--- config.mk ---
export PLATFORM = sky130hd
export DESIGN_NAME = nibble_serial_tx
export DESIGN_NICKNAME = d
export VERILOG_FILES = /design/src/rtl/nibble_serial_tx.sv
export SDC_FILE = /design/constraint.sdc
export NUM_CORES = 1
export LEC_CHECK = 0
export CAP_MARGIN = 20
export CORE_AREA = 2 2 44 46
export CTS_CLUSTER_SIZE = 40
export DETAILED_ROUTE_END_ITERATION = 8
export DIE_AREA = 0 0 46 48
export DONT_BUFFER_PORTS = 1
export PLACE_DENSITY = 0.74
export SYNTH_ARGS = -nofsm -noshare
export SYNTH_HDL_FRONTEND = slang
export SYNTH_SLANG_ARGS = --single-unit
--- constraint.sdc ---
create_clock -name clk -period 1.49 [get_ports clk]
set_input_delay 0.0745 -clock clk [delete_from_list [all_inputs] [get_ports clk]]
set_output_delay 0.0745 -clock clk [all_outputs]
set_load 0.01 [all_outputs]
--- src/rtl/nibble_serial_tx.sv ---
// Drains the nibble FIFO onto an asynchronous serial line: start, data LSB first, [parity], stop.
// Define NIBBLE_TX_PARITY_EN to add an even-parity bit between the data and the stop bit.
module nibble_serial_tx #(
  parameter int DATA_WIDTH   = 4,
  parameter int CLKS_PER_BIT = 16
) (
  input  logic                  clk,
  input  logic                  reset,
  input  logic                  en,
  input  logic                  empty,
  input  logic [DATA_WIDTH-1:0] r_data,
  output logic                  rd,
  output logic                  tx,
  output logic                  busy
);

  localparam int TW = (CLKS_PER_BIT > 2) ? $clog2(CLKS_PER_BIT) : 1;
  localparam int BW = $clog2(DATA_WIDTH) + 1;

  localparam logic [TW-1:0] TICK_LAST = TW'(CLKS_PER_BIT - 1);
  localparam logic [BW-1:0] BIT_LAST  = BW'(DATA_WIDTH - 1);

  localparam logic [2:0] S_IDLE   = 3'd0;
  localparam logic [2:0] S_START  = 3'd1;
  localparam logic [2:0] S_DATA   = 3'd2;
`ifdef NIBBLE_TX_PARITY_EN
  localparam logic [2:0] S_PARITY = 3'd3;
`endif
  localparam logic [2:0] S_STOP   = 3'd4;

  logic [2:0]            state_q, state_d;
  logic [TW-1:0]         tick_q, tick_d;
  logic [BW-1:0]         bit_q, bit_d;
  logic [DATA_WIDTH-1:0] shift_q, shift_d;
  logic                  tx_q, tx_d;
  logic                  busy_q, busy_d;
`ifdef NIBBLE_TX_PARITY_EN
  logic                  parity_q, parity_d;
`endif

  logic last_tick;
  logic pop;

  always_comb begin
    last_tick = (tick_q == TICK_LAST);
    // Reset is folded in so the FIFO never sees a pop while the block is held in reset.
    pop = en & ~empty & ~reset &
          ((state_q == S_IDLE) | ((state_q == S_STOP) & last_tick));
  end

  assign rd = pop;

  always_comb begin
    state_d  = state_q;
    shift_d  = shift_q;
    bit_d    = bit_q;
`ifdef NIBBLE_TX_PARITY_EN
    parity_d = parity_q;
`endif
    case (state_q)
      S_IDLE: begin
        if (pop) begin
          state_d  = S_START;
          shift_d  = r_data;
          bit_d    = '0;
`ifdef NIBBLE_TX_PARITY_EN
          parity_d = ^r_data;
`endif
        end
      end
      S_START: begin
        if (last_tick) state_d = S_DATA;
      end
      S_DATA: begin
        if (last_tick) begin
          shift_d = shift_q >> 1;
          bit_d   = bit_q + 1'b1;
          if (bit_q == BIT_LAST) begin
`ifdef NIBBLE_TX_PARITY_EN
            state_d = S_PARITY;
`else
            state_d = S_STOP;
`endif
          end
        end
      end
`ifdef NIBBLE_TX_PARITY_EN
      S_PARITY: begin
        if (last_tick) state_d = S_STOP;
      end
`endif
      S_STOP: begin
        if (last_tick) begin
          if (pop) begin
            state_d  = S_START;
            shift_d  = r_data;
            bit_d    = '0;
`ifdef NIBBLE_TX_PARITY_EN
            parity_d = ^r_data;
`endif
          end else begin
            state_d = S_IDLE;
          end
        end
      end
      default: state_d = S_IDLE;
    endcase
  end

  // The tick counter also wraps at each data bit boundary, where the state does not change.
  always_comb begin
    if ((state_q == S_IDLE) || (state_d != state_q) || last_tick) tick_d = '0;
    else                                                            tick_d = tick_q + 1'b1;
  end

  // Line level is decoded from the next state so tx is a clean register output.
  always_comb begin
    tx_d   = 1'b1;
    busy_d = (state_d != S_IDLE);
    case (state_d)
      S_START:  tx_d = 1'b0;
      S_DATA:   tx_d = shift_d[0];
`ifdef NIBBLE_TX_PARITY_EN
      S_PARITY: tx_d = parity_d;
`endif
      default:  tx_d = 1'b1;
    endcase
  end

  always_ff @(posedge clk or posedge reset) begin
    if (reset) begin
      state_q  <= S_IDLE;
      tick_q   <= '0;
      bit_q    <= '0;
      shift_q  <= '0;
      tx_q     <= 1'b1;
      busy_q   <= 1'b0;
`ifdef NIBBLE_TX_PARITY_EN
      parity_q <= 1'b0;
`endif
    end else begin
      state_q  <= state_d;
      tick_q   <= tick_d;
      bit_q    <= bit_d;
      shift_q  <= shift_d;
      tx_q     <= tx_d;
      busy_q   <= busy_d;
`ifdef NIBBLE_TX_PARITY_EN
      parity_q <= parity_d;
`endif
    end
  end

  assign tx   = tx_q;
  assign busy = busy_q;

endmodule
# Word level (Yosys, flattened, before mapping)
# Index checks and enable logic that the tools add are counted.
[word_totals] out_inout_bits=3 elab_cells=49 register_bits=16 inputBits=8
[op_classes] bitwise_logic=7 n_addsub=2 n_eq_ne=10 reduce_logical=6 mux=17
[ops] operator="3-bit 2-to-1 mux" count=8
[ops] operator="4-bit 2-to-1 mux" count=4
[ops] operator="3-bit one-hot mux with 4 select lines" count=1
[ops] operator="4-bit one-hot mux with 3 select lines" count=1
[ops] operator="3-bit by 2-bit equality test with 1-bit output (second input constant)" count=3
[ops] operator="3-bit one-hot mux with 3 select lines" count=1
[ops] operator="3-bit by 1-bit equality test with 1-bit output (second input constant)" count=2
[ops] operator="3-bit nonzero test" count=2
[ops] operator="4-bit by 1-bit adder with 4-bit output (second input constant)" count=1
[ops] operator="1-bit AND" count=4
[ops] operator="4-bit equality test (second input constant)" count=1
[ops] operator="2-bit != test (second input constant)" count=2
[ops] operator="3-bit by 1-bit adder with 3-bit output (second input constant)" count=1
[ops] operator="3-bit equality test (second input constant)" count=1
[ops] operator="3-bit zero test" count=1
[ops] operator="3-bit != test" count=1
[ops] operator="3-bit AND reduction" count=1
[ops] operator="1-bit logical OR" count=2
[ops] operator="1-bit inverter" count=2
[ops] operator="1-bit one-hot mux with 2 select lines" count=1
[ops] operator="1-bit 2-to-1 mux" count=1
[ops] operator="1-bit bitwise OR" count=1

# Logic depth before layout (Yosys ltp)
# Gate-level depths: netlist (run 1).
[depth] ltp_word=11 ltp_mapped=7

# Worst setup path after synthesis (run 1)
# OpenSTA, ideal clock, no wires.
[synth_timing] path_type="register to register" start="register tick_q[0]" end="register bit_q[0]" required_time_ns=1.368 period_less_slack_ns=1.576 setup_time_ns=0.122 path_buffers=1 stages_incl_launch_ff=8 setup_slack_ns=-0.086 arrival_ns=1.454 path_cell_list="dfrtp_1 -> ha_1 -> nand3_4 -> a211oi_4 -> and2_1 -> buf_6 -> nand3b_1 -> o21ai_1"
[synth_between] elab_chain_len=7
[synth_lines] element="from (decl)" line="32" source="logic [TW-1:0] tick_q, tick_d;"
[synth_lines] element="from (signal assigned)" line="143" source="tick_q <= tick_d;"
[synth_lines] element="4-bit equality test *" line="45" source="last_tick = (tick_q == TICK_LAST);"
[synth_lines] element="1-bit AND *" line="48" source="((state_q == S_IDLE) | ((state_q == S_STOP) & last_tick));"
[synth_lines] element="1-bit bitwise OR *" line="48"
[synth_lines] element="1-bit AND *" line="47" source="pop = en & ~empty & ~reset &"
[synth_lines] element="named net rd" line="12" source="output logic rd,"
[synth_lines] element="3-bit 2-to-1 mux *"
[synth_lines] element="3-bit 2-to-1 mux"
[synth_lines] element="3-bit one-hot mux with 3 select lines *"
[synth_lines] element="to (signal assigned)" line="144" source="bit_q <= bit_d;"
[synth_lines] element="to (decl)" line="33" source="logic [BW-1:0] bit_q, bit_d;"
# Mark *: on every way through the listed nets, which the timed path passes. The rest lies on a longest branch. The select of a mux whose other input is x is not followed.
# A chain may end at the register's enable or synchronous reset.

# Worst setup path in the final report (run 1)
[layout_timing] start="register tick_q[0]" end="output port rd"
[layout_between] elab_chain_len=4
[layout_lines] element="4-bit equality test" line="45"
[layout_lines] element="1-bit AND" line="48"
[layout_lines] element="1-bit bitwise OR" line="48"
[layout_lines] element="1-bit AND" line="47"
[layout_lines] element="to (decl)" line="12"
# No other way between the ends.

==> key figures, run 1 <==
Run status
  – Status: complete, but fails checks
  – Failing checks: negative setup slack

Global routing
  – First-pass GRT wire length: 3.14 mm
  – Initial antenna violation count: 0
  – Vias in the first global route: 721
  – Overflow after GRT: 0
  – Gr usage total: 0.203
  – Largest net degree at the start of global routing: 17

Drt
  – Post-Route WL: 1.83 mm
  – DRT iter0 DRCs: 17
  – WL/cell: 15.4 microns
  – Drc violations: 0
  – Final ANT Viol Nets: 0
  – DR pass1 iterations: 4
  – Via density: 6.13
  – Vias: 730

Timing
  – Setup violators final: 4
  – Final min period: 1560 ps
  – RSZ-0062 raised after global routing: yes
  – Slew Viols, Final: 0
  – F_max: 642 MHz
  – Layout Skew: 8.68 ps
  – Slew at the pin closest to its max-slew limit: 613 ps
  – Worst setup margin: -66.6 ps
  – Max_slew headroom: 0.591
  – Crit share post-route: 1.04
  – Final Hold Vio Count: 0

Yosys
  – Synth cell types: 36
  – Async SR Flop Fraction: 1.00
  – Synth Area per Inst: 9.88 sq um
  – Top FF cell, synth: dfrtp_1
  – Top cells by area, synth: dfrtp_1 (43%), ha_1 (4.3%), nand2_1 (4.3%)
  – Post-Syn Nets: 99
  – Synth warn: 0
  – EDFF count, synth: 0
  – Cells after synthesis: 88
  – Post-synth top cells: dfrtp_1 (15), nand2_1 (10), nor2_1 (8)
  – Yosys reg bits: 16
  – Post-synth top area cell: dfrtp_1
  – Post-synth top area share: 0.432
  – Mapped Area: 870 sq um
  – Register area share after synthesis: 0.462
  – Top-count cell post-synth: dfrtp_1

Floorplan
  – Die W: 46 microns
  – Initial core utilization: 0.515
  – Top Ports: 11
  – Die ar.: 2210 sq um
  – Vert. Die Dim: 48 microns
  – Placement Rows: 15
  – Core area: 1690 sq um

Power and ir drop
  – Power Density: 1740 nW/um^2
  – Peak supply drop: 0.00109 V
  – P_leak: 0.473 nW

CTS
  – Skew-Pair Late Insertion Delay: 290 ps
  – Clk buf depth: 2
  – CTS clk-pin slew, worst paths: 100 ps
  – Root Buffer: clkbuf_4
  – CTS tree: yes
  – Clock sinks: 16
  – CTS H-tree depth: 1
  – Inserted Clock Buffers: 3

Worst hold path
  – Hold WC Path Type: input port to flop

Place
  – Dpl hpwl: 1.32 mm
  – Pre-CTS setup slack: -26.6 ps
  – Dpl cells: 112
  – GPL Wtd Cong: 0.865
  – Number of port buffers: 0

Setup path
  – Crit Path Class: flop to output pin
  – Required @ worst endpoint: 1420 ps
  – Worst Path Arrival: 1480 ps
  – Crit start category: flop
  – Crit path capture type: output pin
  – Worst-path fanout max: 5

Finish
  – Share of cells above drive strength 1: 0.255
  – # fillers: 137
  – Layout net count: 114
  – P&R area growth vs syn: 21.3%
  – Final Instance Count excl. Fillers: 119
  – # diodes: 0

Job
  – Max-cap violations: 0
where the power goes:
group          internal (mW)  switching [mW]
clock                  0.149           0.143
sequential             0.617           0.183
combinational          0.417           0.326
total                   1.18           0.652
through the flow:
stage                     utilization  setup TNS [ps]  instance area, sq um  hold slack (ps)  power, mW
final                           0.624            -135                  1050             20.0       1.84
after global routing            0.624            -575                  1050             9.82       1.99
after CTS                       0.621            -108                  1050             7.20       1.83
after detailed placement        0.575           -76.1                   971             75.4       1.48
after global placement          0.575               0                   971             51.2       1.45
after floorplan                     -               0                   882            -12.5       1.24
path summary, 6_finish.rpt:
path,cells past startpoint,endpoint,start,slack (ps)
worst min register to register,2,shift_q[2]$_DFFE_PP0P_,shift_q[3]$_DFFE_PP0P_,490
worst max register to register,6,busy$_DFF_PP0_,tick_q[0]$_DFF_PP0_,-30
worst min-delay path,2,shift_q[3]$_DFFE_PP0P_,r_data[3],20
worst max-delay path,5,rd,tick_q[0]$_DFF_PP0_,-70
min in group asynchronous,2,shift_q[3]$_DFFE_PP0P_,reset,290
max in group asynchronous,2,shift_q[0]$_DFF_PP0_,reset,790
state kept, by name, indices dropped and copies added, names as in the netlist:
name,count
tx,1
busy,1
shift_q,4
state_q,3
tick_q,4
bit_q,3
routing by layer:
metal	global-route usage	part of all wire	vias up	wire [microns]
li1	-	-	345	-
met4	0.103	0.016	0	29
met2	0.317	0.48	21	880
met5	0	0	-	0
met3	0.0264	0.039	5	71
met1	0.274	0.46	359	845
worst max-delay path: stages, from the launching register on:
cell and delay (ps):
dfrtp_1 400, ha_4 180, nand3_4 110, a211oi_4 230, and2_4 190, buf_6 100
cells by family after synthesis:
| group | share of synthesized area |
|---|---|
| xor gates and xnor gates | 0.0302 |
| AOI/OAI and AO/OA | 0.212 |
| and+or+nand+nor | 0.209 |
| adders and majority gates | 0.0432 |
| DFF | 0.462 |
| buffers and inverters | 0.0446 |
layout by cell type (no fill, tap or decap), types with 2 or more instances in the layout:
cell type  instances
nor2_1             8
o21ai_1            2
o21a_1             3
a21oi_1            6
o21ai_0            2
o22ai_1            3
and3_1             2
dfrtp_1           15
ha_1               2
nand2_1           10
buf_4             11
clkbuf_4           3
nand3b_1           2
xnor2_1            2
nand3_1            3
inv_1              3
cell type report:
cell class | instances | area, sq um | area share
repair buffers | 14 | 124 | 0.117
multi-input cells | 65 | 460 | 0.437
flip-flops and latches | 16 | 402 | 0.381
inverters | 3 | 11.3 | 0.0107
well taps | 17 | 21.3 | 0.0202
clock buffers | 4 | 36.3 | 0.0344
what timing repair did:
item,CTS,global route
gates resized for setup,4,2
setup buffers,3,0
hold buffers,1,0
pin swaps,0,1
endpoints found under the hold margin,15,0
setup endpoints to repair,5,9
gates cloned,0,0
Power figures use the tool's default switching activity.
==> run 2: changes to the inputs <==
--- a/config.mk
+++ b/config.mk
@@ -6,12 +6,15 @@
 export NUM_CORES = 1
 export LEC_CHECK = 0
 export CAP_MARGIN = 20
-export CORE_AREA = 2 2 44 46
+export CELL_PAD_IN_SITES_DETAIL_PLACEMENT = 1
+export CELL_PAD_IN_SITES_GLOBAL_PLACEMENT = 1
+export CORE_AREA = 2 2 49 51
 export CTS_CLUSTER_SIZE = 40
 export DETAILED_ROUTE_END_ITERATION = 8
-export DIE_AREA = 0 0 46 48
+export DIE_AREA = 0 0 51 53
 export DONT_BUFFER_PORTS = 1
-export PLACE_DENSITY = 0.74
+export PLACE_DENSITY = 0.75
+export RECOVER_POWER = 100
 export SYNTH_ARGS = -nofsm -noshare
 export SYNTH_HDL_FRONTEND = slang
 export SYNTH_SLANG_ARGS = --single-unit
==> run 2 against run 1 <==
  * The flow still finishes with violations (negative setup slack)
  * Flip-flop and latch count did not move
  * Global-route usage fell by 0.19 points
  * Non-clock buffer count rose by 3
  * Total power rose by 4.1%
  * Clock-buffer cell count did not move
  * Routed wire length rose by 25%
  * Sequential share of layout area fell by 1.8 points
  * Critical path type unchanged
  * Largest power group unchanged
==> key figures, run 2 (same netlist as run 1, synthesis figures left out) <==
Finish
  – Final Instance Count excl. Fillers: 133 (+12%)
  – Most frequent cells in the layout: dfrtp_1 (14), buf_4 (14), nand2_1 (10), nor2_1 (8), a21oi_1 (6)
  – # diodes: 0 (unchanged)
  – Layout net count: 117 (+2.6%)
  – Share of cells above drive strength 1: 0.324 (+0.0689)
  – P&R area growth vs syn: 27.6%
  – # fillers: 243 (+77%)
  – Top Registers: shift_q x4, tick_q x4

Worst hold path
  – Hold WC Path Type: input port to flop

Timing
  – Layout Skew: 2.64 ps (-6.04 ps)
  – Setup violators final: 6 (+2)
  – Slew Viols, Final: 0 (unchanged)
  – RSZ-0062 raised after global routing: yes
  – Worst setup margin: -114 ps (-47.0 ps)
  – Max_slew headroom: 0.582 (-0.00916)
  – Setup_tns: -437 ps (-302 ps)
  – Slew at the pin closest to its max-slew limit: 627 ps (+13.7 ps)
  – Final Hold Vio Count: 0 (unchanged)
  – Final min period: 1600 ps (+47.0 ps)
  – Crit share post-route: 1.08 (+0.0315)
  – F_max: 624 MHz (-2.9%)

Setup path
  – Worst Path Arrival: 1530 ps (+50 ps)
  – Required @ worst endpoint: 1420 ps (about the same)
  – Crit Path Class: flop to output pin
  – Worst-path fanout max: 4 (-1)
  – Crit path capture type: output pin
  – Crit start category: flop

Global routing
  – Largest net degree at the start of global routing: 17 (unchanged)
  – Vias in the first global route: 833 (+16%)
  – Overflow after GRT: 0 (unchanged)
  – Initial antenna violation count: 0 (unchanged)
  – Gr usage total: 0.201 (-0.00190)
  – First-pass GRT wire length: 3.84 mm (+22%)

Run status
  – Failing checks: negative setup slack
  – Status: complete, but fails checks

Power and ir drop
  – NetSw: 710 uW (+8.8%)
  – Power Density: 1720 nW/um^2 (-1.1%)
  – Comb power frac: 0.420 (+0.015)
  – Flop pwr share: 0.427 (-0.009)
  – Net Sw Frac: 0.372 (+0.0163)
  – Int Pwr: 1.20 mW (+1.4%)
  – Peak supply drop: 0.000874 V (-20%)
  – P_leak: 0.491 nW (+3.8%)
  – Clock share of power: 0.153 (-0.006)

Floorplan
  – Vert. Die Dim: 53 microns (+10%)
  – Die W: 51 microns (+11%)
  – Placement Rows: 17 (+2)
  – Die ar.: 2700 sq um (+22%)
  – Core area: 2150 sq um (+27%)
  – Top Ports: 11 (unchanged)
  – Initial core utilization: 0.405 (-0.110)

Place
  – Number of port buffers: 0 (unchanged)
  – Dpl cells: 123 (+9.8%)
  – GPL Wtd Cong: 0.758 (-12%)
  – Dpl hpwl: 1.49 mm (+13%)

CTS
  – Skew-Pair Late Insertion Delay: 290 ps (about the same)
  – Clock sinks: 16 (unchanged)
  – CTS clk-pin slew, worst paths: 90 ps (about the same)
  – CTS tree: yes
  – Clk buf depth: 2 (unchanged)
  – Inserted Clock Buffers: 3 (unchanged)
  – CTS H-tree depth: 1 (unchanged)
  – Root Buffer: clkbuf_4

Drt
  – Post-Route WL: 2.29 mm (+25%)
  – DR pass1 iterations: 4 (unchanged)
  – WL/cell: 17.2 microns (+12%)
  – Final ANT Viol Nets: 0 (unchanged)
  – Via density: 5.62 (-8.4%)
  – Vias: 747 (+2.3%)
  – DRT iter0 DRCs: 1 (-16)
  – Drc violations: 0 (unchanged)

Job
  – Max-cap violations: 0 (unchanged)
-- run 2: cell types whose count changed in the layout (fill, tap and decap cells not counted), sizes merged --
cell  change
buf       +3
-- run 2: final timing paths --
kind	slack, ps	cells after the start	to	startpoint
worst min register to register	490	2	shift_q[2]$_DFFE_PP0P_	shift_q[3]$_DFFE_PP0P_
min in group asynchronous	300	2	shift_q[1]$_DFFE_PP0P_	reset
worst max register to register	-100	7	busy$_DFF_PP0_	tick_q[1]$_DFF_PP0_
worst min-delay path	20	2	tx$_DFF_PP1_	r_data[0]
max in group asynchronous	750	2	state_q[0]$_DFF_PP0_	reset
worst max-delay path	-110	5	rd	tick_q[1]$_DFF_PP0_
-- run 2: critical path, stage by stage, from the launching register on --
cell	delay (ps)
dfrtp_1	400
ha_4	180
nand3_4	100
a211oi_4	250
and2_4	200
buf_6	100
-- run 2: metal layers --
layer / routed length, microns / vias up / track usage
met4: 78 / 0 / 0.122
li1: - / 351 / -
met1: 915 / 373 / 0.229
met5: 0 / - / 0
met3: 84 / 9 / 0.0395
met2: 1210 / 14 / 0.346
-- run 2: layout make-up --
cell class | count | area [sq um] | area share
clock buffer | 4 | 36.3 | 0.0327
inverter | 3 | 11.3 | 0.0101
multi-input combinational | 65 | 487 | 0.439
sequential | 16 | 403 | 0.363
tap | 28 | 35.0 | 0.0316
timing repair buffer | 17 | 138 | 0.124
-- run 2: through the flow --
stage                     utilization  cell area, sq um  hold slack (ps)  setup slack (ps)  power, mW
after detailed placement        0.453               972             64.7             -49.2       1.48
after CTS                       0.494              1060             16.2              -110       1.83
after global placement          0.453               972             61.8             -30.3       1.43
after global routing            0.517              1110             32.6              -194       2.07
after floorplan                     -               882            -12.5              11.6       1.24
final                           0.517              1110             22.7              -114       1.91
-- run 2: repair_timing --
item | in CTS | in global routing
gates resized for setup | 3 | 11
buffers inserted | 5 | 2
endpoints found under the hold margin | 15 | 0
pin swaps | 3 | 3
setup endpoints to repair | 6 | 13
hold buffers | 1 | 0
-- run 2: power groups by stage --
stage	Sequential (mW)	Combinational (mW)	Clock (mW)
after floorplan	0.761	0.484	0
after global placement	0.807	0.627	0
after detailed placement	0.817	0.663	0
final	0.815	0.802	0.292
after global routing	0.845	0.900	0.321
after CTS	0.808	0.719	0.301
==> run 3: changes to the inputs <==
--- a/config.mk
+++ b/config.mk
@@ -8,12 +8,12 @@
 export CAP_MARGIN = 20
 export CELL_PAD_IN_SITES_DETAIL_PLACEMENT = 1
 export CELL_PAD_IN_SITES_GLOBAL_PLACEMENT = 1
-export CORE_AREA = 2 2 49 51
+export CORE_AREA = 2 2 47 49
 export CTS_CLUSTER_SIZE = 40
 export DETAILED_ROUTE_END_ITERATION = 8
-export DIE_AREA = 0 0 51 53
+export DIE_AREA = 0 0 49 51
 export DONT_BUFFER_PORTS = 1
-export PLACE_DENSITY = 0.75
+export PLACE_DENSITY = 0.78
 export RECOVER_POWER = 100
 export SYNTH_ARGS = -nofsm -noshare
 export SYNTH_HDL_FRONTEND = slang
==> constraint.sdc (replaced) <==
create_clock -name clk -period 1.6 [get_ports clk]
set_input_delay 0.08 -clock clk [delete_from_list [all_inputs] [get_ports clk]]
set_output_delay 0.08 -clock clk [all_outputs]
set_load 0.01 [all_outputs]
==> run 3 against run 2 <==
  * The run now ends clean
  * Combinational power fell by 18%
  * Final cell count down 2.3%
  * Via count down 8.3%
  * Sequential power decreased by 10%
  * Critical path depth unchanged
  * Clock skew decreased by 1.2 ps
  * Sequential share of layout area is 2.1 points higher
  * Utilization decreased by 1.0 points
  * Clock power down 5%
  * Cell area shrank 5.9%
  * Hold slack improved by 11 ps
  * Critical endpoint unchanged
==> key figures, run 3 (same netlist as run 1, synthesis figures left out) <==
Power and ir drop
  – Peak supply drop: 0.000830 V (-5.0%)
  – P_leak: 0.463 nW (-5.8%)
  – Power Density: 1600 nW/um^2 (-7.2%)
  – Power Total: 1.67 mW (-13%)

Timing
  – Crit share post-route: 0.989
  – Setup violators final: 0 (-6)
  – Slew at the pin closest to its max-slew limit: 616 ps (-11.0 ps)
  – WHS: 33.6 ps (+10.9 ps)
  – Slew Viols, Final: 0 (unchanged)
  – Max_slew headroom: 0.589 (+0.00733)
  – Worst setup margin: 17.4 ps (+131 ps)
  – Final min period: 1580 ps
  – Final Hold Vio Count: 0 (unchanged)
  – RSZ-0062 raised after global routing: yes
  – Layout Skew: 1.48 ps (-1.16 ps)
  – F_max: 632 MHz

Finish
  – Most frequent cells in the layout: dfrtp_1 (15), nand2_1 (10), buf_4 (9), nor2_1 (8), a21oi_1 (6)
  – Share of cells above drive strength 1: 0.225 (-0.0983)
  – P&R area growth vs syn: 20.1%
  – Fin area: 1040 sq um (-5.9%)
  – Top Registers: shift_q x4, tick_q x4
  – Layout net count: 114 (-2.6%)
  – # diodes: 0 (unchanged)
  – Final Instance Count excl. Fillers: 130 (-2.3%)
  – Leading cell type in the layout, fill and taps excluded: dfrtp_1

CTS
  – Skew-Pair Late Insertion Delay: 290 ps (about the same)
  – CTS tree: yes
  – Clk buf depth: 2 (unchanged)
  – Clock sinks: 16 (unchanged)
  – CTS clk-pin slew, worst paths: 100 ps (about the same)
  – CTS H-tree depth: 1 (unchanged)
  – Inserted Clock Buffers: 3 (unchanged)
  – Root Buffer: clkbuf_4

Floorplan
  – Vert. Die Dim: 51 microns (-3.8%)
  – Core area: 2060 sq um (-4.0%)
  – Initial core utilization: 0.421 (+0.0167)
  – Top Ports: 11 (unchanged)
  – Placement Rows: 17 (unchanged)
  – Die W: 49 microns (-3.9%)
  – Die ar.: 2500 sq um (-7.5%)

Setup path
  – Crit path capture type: output pin
  – Slowest CP cell: dfrtp_1
  – Crit start category: flop
  – RR Endpoint: shift_q[0]$_DFF_PP0_
  – Reg2Reg Depth: 6 (-1)
  – Crit Path Class: flop to output pin
  – Cell family contributing the most delay on the critical path: flip-flops
  – R2R Setup Slk: 60 ps (+160 ps)
  – Largest stage delay on the critical path: 400 ps (about the same)
  – Buf/Inv on CP: 1 (unchanged)
  – CP Cell Sequence: ha_4 > nand3_4 > a211oi_4 > and2_4 > buf_6
  – R2R Path Start: tick_q[1]$_DFF_PP0_
  – Worst-path fanout max: 4 (unchanged)
  – Worst Path Arrival: 1500 ps (-30 ps)
  – Critical path depth in cells: 5 (unchanged)
  – Required @ worst endpoint: 1520 ps (+100 ps)

Global routing
  – Initial antenna violation count: 0 (unchanged)
  – First-pass GRT wire length: 3.30 mm (-14%)
  – Gr usage total: 0.183 (-0.0177)
  – Vias in the first global route: 698 (-16%)
  – Overflow after GRT: 0 (unchanged)
  – Largest net degree at the start of global routing: 17 (unchanged)

Drt
  – WL/cell: 15.1 microns (-12%)
  – Via density: 5.27 (-6.2%)
  – Final ANT Viol Nets: 0 (unchanged)
  – Drc violations: 0 (unchanged)
  – Post-Route WL: 1.97 mm (-14%)
  – Vias: 685 (-8.3%)
  – DRT iter0 DRCs: 5 (+4)
  – DR pass1 iterations: 3 (-1)

Worst hold path
  – Hold path start: r_data[1]
  – Sink of the worst hold path: shift_q[1]$_DFFE_PP0P_
  – Hold WC Path Type: input port to flop
  – Worst hold stages: 3 (+1)

Place
  – GPL Wtd Cong: 0.735 (-3.1%)
  – Dpl hpwl: 1.43 mm (-4.2%)
  – Dpl cells: 120 (-2.4%)
  – Pre-CTS setup slack: -58.0 ps (-8.84 ps)
  – Number of port buffers: 0 (unchanged)
  – Cell Area, Placed: 937 sq um (-3.6%)

Job
  – Max-cap violations: 0 (unchanged)

Run status
  – Status: finished clean
run 3: routing by layer:
layer  global-route usage  part of all wire
met5                    0                 0
met4                0.100             0.023
met3               0.0380             0.024
met2                0.276              0.46
met1                0.246              0.49
run 3: repair_timing:
| action | CTS | global route |
|---|---|---|
| hold buffers | 1 | 1 |
| buffers inserted | 4 | 0 |
| endpoints found under the hold margin | 15 | 1 |
| pin swaps | 2 | 1 |
| resized for setup | 4 | 3 |
| endpoints found under the setup margin | 6 | 6 |
run 3: through the flow:
stage	utilization	TNS, ps
floorplan	-	0
global placement	0.454	0
detailed placement	0.454	-142
finish	0.506	0
global route	0.506	-166
CTS	0.498	0
run 3: final cells by class:
| cell class | instances | area, sq um |
|---|---|---|
| Fill cell | 239 | 1020 |
| Multi-Input combinational cell | 65 | 449 |
| Sequential cell | 16 | 402 |
| Timing Repair Buffer | 14 | 111 |
| Clock buffer | 4 | 36.3 |
| Tap cell | 28 | 35.0 |
| Inverter | 3 | 11.3 |
run 3: worst max path at each step:
stage / slack, ps / end / startpoint
after floorplan: 20 / bit_q[0]$_DFFE_PP0P_ / tick_q[0]$_DFF_PP0_
after global placement: 8 / busy$_DFF_PP0_ / tick_q[1]$_DFF_PP0_
after detailed placement: -60 / shift_q[0]$_DFF_PP0_ / tick_q[0]$_DFF_PP0_
after CTS: 2 / rd / tick_q[1]$_DFF_PP0_
after global routing: -80 / rd / tick_q[1]$_DFF_PP0_
final: 20 / rd / tick_q[1]$_DFF_PP0_
run 3: power breakdown:
group          internal [mW]  switching (mW)  total [mW]
Clock                  0.139           0.137       0.276
Sequential             0.572           0.161       0.732
Combinational          0.353           0.306       0.660
run 3: worst min-delay path, cell delays in order:
cell and delay (ps):
o21a_1 100, o22ai_1 50, nand2_1 60
